### src/rtl/bist_pkg.sv
// Shared types and helpers for the scan BIST sequencer: FSM state encoding,
// maximal-length tap masks per width and the common LFSR step.
package bist_pkg;

    typedef enum logic [2:0] {
        ST_IDLE,
        ST_SHIFT,
        ST_CAPTURE,
        ST_UNLOAD,
        ST_COMPARE,
        ST_DONE
    } bist_state_t;

    // Tap masks (bit i set = q[i] tapped) from the Xilinx maximal-length tables.
    function automatic logic [31:0] default_poly(input int width);
        case (width)
            2:       return 32'h0000_0003;
            3:       return 32'h0000_0006;
            4:       return 32'h0000_000C;
            5:       return 32'h0000_0014;
            6:       return 32'h0000_0030;
            7:       return 32'h0000_0060;
            8:       return 32'h0000_00B8;
            9:       return 32'h0000_0110;
            10:      return 32'h0000_0240;
            11:      return 32'h0000_0500;
            12:      return 32'h0000_0829;
            13:      return 32'h0000_100D;
            14:      return 32'h0000_2015;
            15:      return 32'h0000_6000;
            16:      return 32'h0000_D008;
            17:      return 32'h0001_2000;
            18:      return 32'h0002_0400;
            19:      return 32'h0004_0023;
            20:      return 32'h0009_0000;
            21:      return 32'h0014_0000;
            22:      return 32'h0030_0000;
            23:      return 32'h0042_0000;
            24:      return 32'h00E1_0000;
            25:      return 32'h0120_0000;
            26:      return 32'h0200_0023;
            27:      return 32'h0400_0013;
            28:      return 32'h0900_0000;
            29:      return 32'h1400_0000;
            30:      return 32'h2000_0029;
            31:      return 32'h4800_0000;
            32:      return 32'h8020_0003;
            default: return 32'h0000_0000;
        endcase
    endfunction

    // Shift left, new LSB is the parity of the tapped bits; result masked to width.
    function automatic logic [31:0] lfsr_step(input logic [31:0] q,
                                              input logic [31:0] poly,
                                              input int width);
        logic [31:0] mask;
        logic        fb;
        mask = (32'd1 << width) - 32'd1;
        fb   = ^(q & poly & mask);
        return ((q << 1) | {31'd0, fb}) & mask;
    endfunction

endpackage

### src/rtl/bist_lfsr.sv
// Fibonacci-style LFSR shared by the pattern generator and the signature
// compactor; with compact=1 the parallel input d is folded into every step.
module bist_lfsr
    import bist_pkg::*;
#(
    parameter int               WIDTH = 7,
    parameter logic [WIDTH-1:0] POLY  = WIDTH'(default_poly(WIDTH)),
    parameter logic [WIDTH-1:0] SEED  = '0
) (
    input  logic             CK,
    input  logic             reset_n,
    input  logic             load,
    input  logic             en,
    input  logic             compact,
    input  logic [WIDTH-1:0] d,
    output logic [WIDTH-1:0] q
);

    always_ff @(posedge CK or negedge reset_n) begin
        if (!reset_n) begin
            q <= SEED;
        end else if (load) begin
            q <= SEED;
        end else if (en) begin
            q <= WIDTH'(lfsr_step(32'(q), 32'(POLY), WIDTH)) ^ (compact ? d : '0);
        end
    end

endmodule

### src/rtl/bist_ctrl.sv
// Multi-chain scan BIST sequencer: drives scan_en through shift/capture for a
// fixed pattern count, compacts scan-outs in a MISR and checks the signature.
module bist_ctrl
    import bist_pkg::*;
#(
    parameter int                  N_CHAINS   = 7,
    parameter int                  CHAIN_LEN  = 32,
    parameter int                  N_PATTERNS = 256,
    parameter logic [N_CHAINS-1:0] TPG_POLY   = N_CHAINS'(default_poly(N_CHAINS)),
    parameter logic [N_CHAINS-1:0] MISR_POLY  = N_CHAINS'(default_poly(N_CHAINS)),
    parameter logic [N_CHAINS-1:0] TPG_SEED   = N_CHAINS'(1),
    parameter logic [N_CHAINS-1:0] GOLDEN_SIG = '0,
    localparam int                 PCW        = $clog2(N_PATTERNS + 1),
    localparam int                 SCW        = $clog2(CHAIN_LEN + 1)
) (
    input  logic                CK,
    input  logic                reset_n,
    input  logic                start,
    input  logic                abort,
    input  logic [N_CHAINS-1:0] so,
    output logic [N_CHAINS-1:0] si,
    output logic                scan_en,
    output logic                bist_en,
    output logic                busy,
    output logic                done,
    output logic                pass,
    output logic [N_CHAINS-1:0] signature,
    output logic [PCW-1:0]      pattern_cnt,
    output bist_state_t         state
);

    localparam logic [SCW-1:0] SHIFT_LAST = SCW'(CHAIN_LEN - 1);
    localparam logic [PCW-1:0] PAT_LAST   = PCW'(N_PATTERNS - 1);

    logic [SCW-1:0] shift_cnt;
    logic           shift_last;
    logic           start_ok;
    logic           tpg_en;
    logic           misr_en;

    assign shift_last = (shift_cnt == SHIFT_LAST);
    assign start_ok   = start && !abort && (state == ST_IDLE || state == ST_DONE);
    assign tpg_en     = !abort && (state == ST_SHIFT);
    // The first load's unload carries uninitialised flop contents, so skip it.
    assign misr_en    = !abort && ((state == ST_SHIFT && pattern_cnt != '0) ||
                                   state == ST_UNLOAD);

    bist_lfsr #(
        .WIDTH (N_CHAINS),
        .POLY  (TPG_POLY),
        .SEED  (TPG_SEED)
    ) u_tpg (
        .CK      (CK),
        .reset_n (reset_n),
        .load    (start_ok),
        .en      (tpg_en),
        .compact (1'b0),
        .d       ('0),
        .q       (si)
    );

    bist_lfsr #(
        .WIDTH (N_CHAINS),
        .POLY  (MISR_POLY),
        .SEED  ('0)
    ) u_misr (
        .CK      (CK),
        .reset_n (reset_n),
        .load    (start_ok),
        .en      (misr_en),
        .compact (1'b1),
        .d       (so),
        .q       (signature)
    );

    always_ff @(posedge CK or negedge reset_n) begin
        if (!reset_n) begin
            state       <= ST_IDLE;
            shift_cnt   <= '0;
            pattern_cnt <= '0;
            scan_en     <= 1'b0;
            bist_en     <= 1'b0;
            busy        <= 1'b0;
            done        <= 1'b0;
            pass        <= 1'b0;
        end else if (abort) begin
            state     <= ST_IDLE;
            shift_cnt <= '0;
            scan_en   <= 1'b0;
            bist_en   <= 1'b0;
            busy      <= 1'b0;
            done      <= 1'b0;
            pass      <= 1'b0;
        end else begin
            case (state)
                ST_IDLE, ST_DONE: begin
                    if (start) begin
                        state       <= ST_SHIFT;
                        shift_cnt   <= '0;
                        pattern_cnt <= '0;
                        done        <= 1'b0;
                        pass        <= 1'b0;
                        scan_en     <= 1'b1;
                        bist_en     <= 1'b1;
                        busy        <= 1'b1;
                    end
                end
                ST_SHIFT: begin
                    if (shift_last) begin
                        shift_cnt <= '0;
                        scan_en   <= 1'b0;
                        state     <= ST_CAPTURE;
                    end else begin
                        shift_cnt <= shift_cnt + 1'b1;
                    end
                end
                ST_CAPTURE: begin
                    pattern_cnt <= pattern_cnt + 1'b1;
                    scan_en     <= 1'b1;
                    state       <= (pattern_cnt == PAT_LAST) ? ST_UNLOAD : ST_SHIFT;
                end
                ST_UNLOAD: begin
                    if (shift_last) begin
                        shift_cnt <= '0;
                        scan_en   <= 1'b0;
                        state     <= ST_COMPARE;
                    end else begin
                        shift_cnt <= shift_cnt + 1'b1;
                    end
                end
                ST_COMPARE: begin
                    pass    <= (signature == GOLDEN_SIG);
                    done    <= 1'b1;
                    busy    <= 1'b0;
                    bist_en <= 1'b0;
                    state   <= ST_DONE;
                end
                default: begin
                    state   <= ST_IDLE;
                    scan_en <= 1'b0;
                    bist_en <= 1'b0;
                    busy    <= 1'b0;
                end
            endcase
        end
    end

endmodule

### config.mk
export PLATFORM = sky130hd
export DESIGN_NAME = bist_ctrl
export DESIGN_NICKNAME = d
export VERILOG_FILES = /design/src/rtl/bist_pkg.sv /design/src/rtl/bist_lfsr.sv /design/src/rtl/bist_ctrl.sv
export SDC_FILE = /design/constraint.sdc
export NUM_CORES = 1
export LEC_CHECK = 0
export ABC_CLOCK_PERIOD_IN_PS = 4800
export CORE_MARGIN = 2
export CORE_UTILIZATION = 54
export DETAILED_ROUTE_END_ITERATION = 8
export GPL_ROUTABILITY_DRIVEN = 0
export PLACE_DENSITY = 0.89
export SETUP_SLACK_MARGIN = 0.2
export SLEW_MARGIN = 30
export SYNTH_ARGS = -nofsm -noshare
export SYNTH_HDL_FRONTEND = slang
export SYNTH_SLANG_ARGS = --single-unit
### constraint.sdc
create_clock -name CK -period 4.8 [get_ports CK]
set_clock_uncertainty 0.1 [all_clocks]
set_input_delay 0.72 -clock CK [delete_from_list [all_inputs] [get_ports CK]]
set_output_delay 0.72 -clock CK [all_outputs]
set_load 0.01 [all_outputs]
[After elaboration in Yosys (flattened, before gate mapping)]
Index checks and enable logic that the tools add are counted.
Cells by class
  add/sub/neg operators: 2
  eq/ne operators: 14
  mux-type cells: 27
  bitwise gates (word level): 4
  reductions and logical operators: 27
Operator list (count)
  $reduce_xor A32 Y1: 2
  $mux W7: 4
  $mux W6: 3
  $pmux W9 S2: 1
  $pmux W3 S5: 1
  $or A7 B1 Y7: 2
  $mux W3: 4
  $pmux W6 S2: 1
  $add A9 B1 Y9 const B: 1
  $eq A9 B8 Y1 const B: 1
  $mux W9: 1
  $ne A3 B3 Y1 const B: 3
  $reduce_and A3 Y1: 3
  $reduce_bool A9 Y1: 1
  $logic_not A7 Y1: 1
  $mux W1: 7
  $xor A7 B7 Y7: 1
  $add A6 B1 Y6 const B: 1
  $eq A3 B2 Y1 const B: 2
  $eq A3 B3 Y1 const B: 2
  $eq A6 B5 Y1 const B: 1
  $pmux W1 S2: 3
  $reduce_and A2 Y1: 3
  $reduce_bool A2 Y1: 3
  other kinds (14): 22
Word-level totals
  bits in registers: 36
  output and inout bits: 31

[Depth between registers and ports, before layout]
  depth in word-level cells: 6
  mapped depth: 7
  depth with buffers taken out: 7

[Hierarchy]
Synthesis repeated with hierarchy kept, for this count alone.
Second synthesis, totals
  cells, all modules: 228
  area total of the unflattened synthesis: 2035.7 sq um
By module, submodules not included
  bist_ctrl: times used 1, cells an instance 150, area an instance 1305.0 sq um, sequential area each 550.5 sq um
  bist_lfsr (u_misr): times used 1, cells an instance 40, area an instance 371.6 sq um, sequential area each 175.2 sq um
  bist_lfsr (u_tpg): times used 1, cells an instance 38, area an instance 359.1 sq um, sequential area each 176.4 sq um

[Worst setup path before layout]
OpenSTA, ideal clock, no wires.
  path type: in2reg
  start: in abort
  end: reg state[1]
  setup time: 0.125 ns
  arrival: 1.950 ns
  setup slack: 2.625 ns
  stages on the path: 5
  path buffers: 1
  cell sequence: clkbuf_1 -> nor3b_2 -> o21ai_0 -> o21ai_0 -> mux2_2
On the way
  longest elaborated chain between the ends: 2
  elaborated cells on any way between the ends: 5
Ends and longest elaborated chain
  start: declaration: line bist_ctrl.sv:19  | input logic abort,
  $ne A3 B3 Y1 (no source line)
  $reduce_and A3 Y1 (no source line)
  end signal: assignment: line bist_ctrl.sv:120  | state <= (pattern_cnt == PAT_LAST) ? ST_UNLOAD : ST_SHIFT;
  end: declaration: line bist_ctrl.sv:29  | output bist_state_t state
Parallel ways exist; a longest one is shown, timed or not.
A chain may end at the register's enable or synchronous reset.

[Final worst setup path]
  start: in start
  end: reg pattern_cnt[7]
On the way
  longest elaborated chain between the ends: 2
Ends and longest elaborated chain
  start: declaration: line bist_ctrl.sv:18  | input logic start,
  $ne A2 B2 Y1 (no source line)
  $reduce_and A3 Y1 (no source line)
  end signal: assignment: line bist_ctrl.sv:118  | pattern_cnt <= pattern_cnt + 1'b1;
  end: declaration: line bist_ctrl.sv:28  | output logic [PCW-1:0] pattern_cnt,
Every way passes these cells.

==> results.py <==
metrics = {
    "grt": {
        "grt_first_pass_wirelength_mm": 7.29,
        "grt_pass1_vias": 1553,
        "grt_overflow_total": 0,
        "met2_usage_pct": 34.9,
        "grt.busiest_layer": "met2",
        "antenna_found_initial": 0,
        "grt.met3_usage_pct": 7.29,
        "grt_max_degree": 37,
        "grtUsageTotal_pct": 22.7,
        "met1_usage_pct": 30.4,
    },
    "setup_path": {
        "rrSetupSlack_ps": 2500,
        "end_kind": "flop",
        "r2r_start": "pattern_cnt[1]",
        "required_ps": 4960,
        "r2r_cells": 6,
        "critPathArrivalTime_ps": 2660,
        "worst_path_largest_cell_delay_ps": 640,
        "critPathMaxFanout": 13,
        "worstPathCellList": "clkdlybuf4s50_1, nor2_1, o32a_1, or3_1, o31ai_1",
        "critPathSlowestCell": "clkdlybuf4s50_1",
        "path_class": "in2reg",
        "r2r-end": "u_misr.q[5]",
        "critPathLaunchType": "input port",
    },
    "timing": {
        "post-route-period-util_pct": 52.1,
        "hold_violations": 0,
        "finalSetupTns_ps": 0,
        "fin_crit_ps": 2500,
        "drv_slew": 0,
        "finalSetupViolCount": 0,
        "rsz0062_at_grt": "no",
        "worst_pin_slew_ps": 704,
        "holdWs_ps": 423,
        "slew_headroom_pct": 52.9,
        "fmax_ghz": 0.400,
    },
    "drt": {
        "viasPerCell": 5.80,
        "dr.first_iter.drc_count": 229,
        "drt-total-wl_mm": 4.29,
        "first_pass_iters": 4,
        "drc": 0,
        "dr_total_vias": 1727,
        "wl_per_cell_um": 14.4,
        "ant_nets": 0,
    },
    "clocking": {
        "clk_pin_slew_worst_paths_ps": 120,
        "ctsLongestPathBuffers": 2,
        "h-tree-depth": 2,
        "cts_resized": 0,
        "cts_buffers": 5,
        "insertion_delay_ps": 350,
        "cts_num_sinks": 36,
        "ctsHoldBuffers": 0,
        "cts_tree": "yes",
        "cts-root-buf": "clkbuf_4",
        "post_cts_buffers": 0,
    },
    "pwr": {
        "p_leak_nw": 1.03,
        "ir_worst_vdd_v": 0.000277,
        "power_density_nw_per_um2": 347,
    },
    "floorplan": {
        "die_area_um2": 4160,
        "dieHeight_um": 64.5,
        "core_area_um2": 3420,
        "std_cell_rows": 21,
        "die_w_um": 64.5,
        "start_util_pct": 57.8,
        "pin_count": 42,
    },
    "run_status": {
        "outcome": "finished, final reports clean",
    },
    "synthesis": {
        "synth_most_common_cell": "dfrtp_1",
        "synthTopCellsByCount": "dfrtp_1 (35), nand2_1 (20), nand3_1 (16), o21ai_0 (15), a21oi_1 (14)",
        "syn-cell-area_um2": 1970,
        "synthSimpleGateAreaFrac_pct": 21.9,
        "synthMuxAreaShare_pct": 1.58,
        "async_flop_share_pct": 100,
        "yosysWarnings": 0,
        "synth_ff_type": "dfrtp_1",
        "synthAdderAreaFrac_pct": 2.53,
        "ys_seq_elements": 36,
        "synth_cells": 213,
        "synth_xor_area_share_pct": 3.99,
        "synth_nets": 228,
        "syn_area_per_cell_um2": 9.27,
        "synth_top_area_cell": "dfrtp_1",
        "yosysTopAreaCellShare_pct": 44.4,
        "synth_cell_type_count": 46,
        "synth_top_family_by_area": "simple AND/OR/NAND/NOR gates",
        "synth-seq-area-share_pct": 45.7,
        "synth_compound_area_share_pct": 19.8,
        "synth_edf_count": 0,
        "synth_area_leaders": "dfrtp_1 (44%), nand3_1 (4.1%), nand2_1 (3.8%)",
    },
    "hold_path": {
        "hp-start": "u_tpg.q[0]",
        "whs_endpoint": "u_tpg.q[0]",
        "hp-class": "reg2reg",
        "whs_path_depth": 2,
    },
    "layout": {
        "fin_nets": 266,
        "utilization_pct": 72.5,
        "antennaDiodeCount": 0,
        "nFillCells": 247,
        "drive_above_1_share_pct": 6.75,
        "synthToLayoutAreaGrowth_pct": 25.5,
        "fin_cells": 298,
    },
    "placement": {
        "placed_cells": 290,
        "dpl.hpwl_mm": 3.01,
        "port_buffers": 41,
    },
    "flow_run": {
        "drv_cap": 0,
    },
}
[state kept, by name, summed over array words and instances (netlist names)]
signal / cells
pattern_cnt: 9
u_misr.q: 7
u_tpg.q: 7
shift_cnt: 6
state: 3
busy: 1
done: 1
pass: 1
scan_en: 1
[logic make-up (layout without fill, tap and decap cells)]
group / count (synthesis) / count (layout)
flops: 36 / 36
xor+xnor: 9 / 9
mux: 3 / 3
fa+ha+maj: 4 / 4
compound gates: 58 / 58
buf+inv: 20 / 59
simple gates: 83 / 83
[how the worst max path moves through the flow]
| stage | cells past startpoint | endpoint | startpoint |
|---|---|---|---|
| floorplan | 5 | state[1] | abort |
| global placement | 6 | state[1] | abort |
| detailed placement | 5 | pattern_cnt[7] | start |
| CTS | 1 | state[1] | state[1] |
| global route | 5 | pattern_cnt[7] | start |
| finish | 5 | pattern_cnt[7] | start |
[placed cells by master, fill, tap and decap left out, drive strengths merged, types with 3 or more instances in the layout]
master | Yosys | layout
clkdlybuf4s50 | 0 | 41
dfrtp | 35 | 35
nand2 | 20 | 20
nand3 | 16 | 16
o21ai | 15 | 15
a21oi | 14 | 14
nor2 | 12 | 12
nand2b | 11 | 11
o31ai | 9 | 9
inv | 8 | 8
xnor2 | 8 | 8
and3 | 5 | 5
nor3 | 5 | 5
clkbuf | 6 | 5
a31oi | 4 | 4
ha | 4 | 4
or3 | 3 | 3
[metrics by stage]
stage               instance area (um^2)  total power [W]  setup slack, ps
floorplan                           1970         0.000531             2630
global placement                    2400         0.000647             2020
detailed placement                  2400         0.000654             1960
CTS                                 2480         0.000867             2340
global route                        2480         0.000914             2210
finish                              2480         0.000860             2300
[area by class of cell]
| cell class | instances | area [um^2] | share of cell area [%] |
|---|---|---|---|
| clock buffers | 5 | 37.5 | 1.52 |
| well taps | 46 | 57.6 | 2.32 |
| flip-flops and latches | 36 | 902 | 36.4 |
| inverters | 8 | 30.0 | 1.21 |
| repair buffers | 43 | 425 | 17.2 |
| clock inverters | 3 | 42.5 | 1.72 |
| multi-input cells | 157 | 982 | 39.6 |
[critical path, delay by kind of cell]
kind	cells	cell delay, ps
buffers and inverters	1	640
AO/OA/AOI/OAI	2	750
AND/OR/NAND/NOR	2	550
[per-layer routing]
layer	up-vias	part of all wire, %
met5	-	0
met4	0	1.0
met3	4	5.2
met2	60	49
met1	821	45
li1	842	-
[power breakdown]
| group | switching, W | internal [W] |
|---|---|---|
| clock | 0.000105 | 0.000109 |
| sequential | 0.0000561 | 0.000346 |
| combinational | 0.000106 | 0.000138 |
| total | 0.000267 | 0.000592 |
Note: power is estimated with default switching activity, not from simulation.
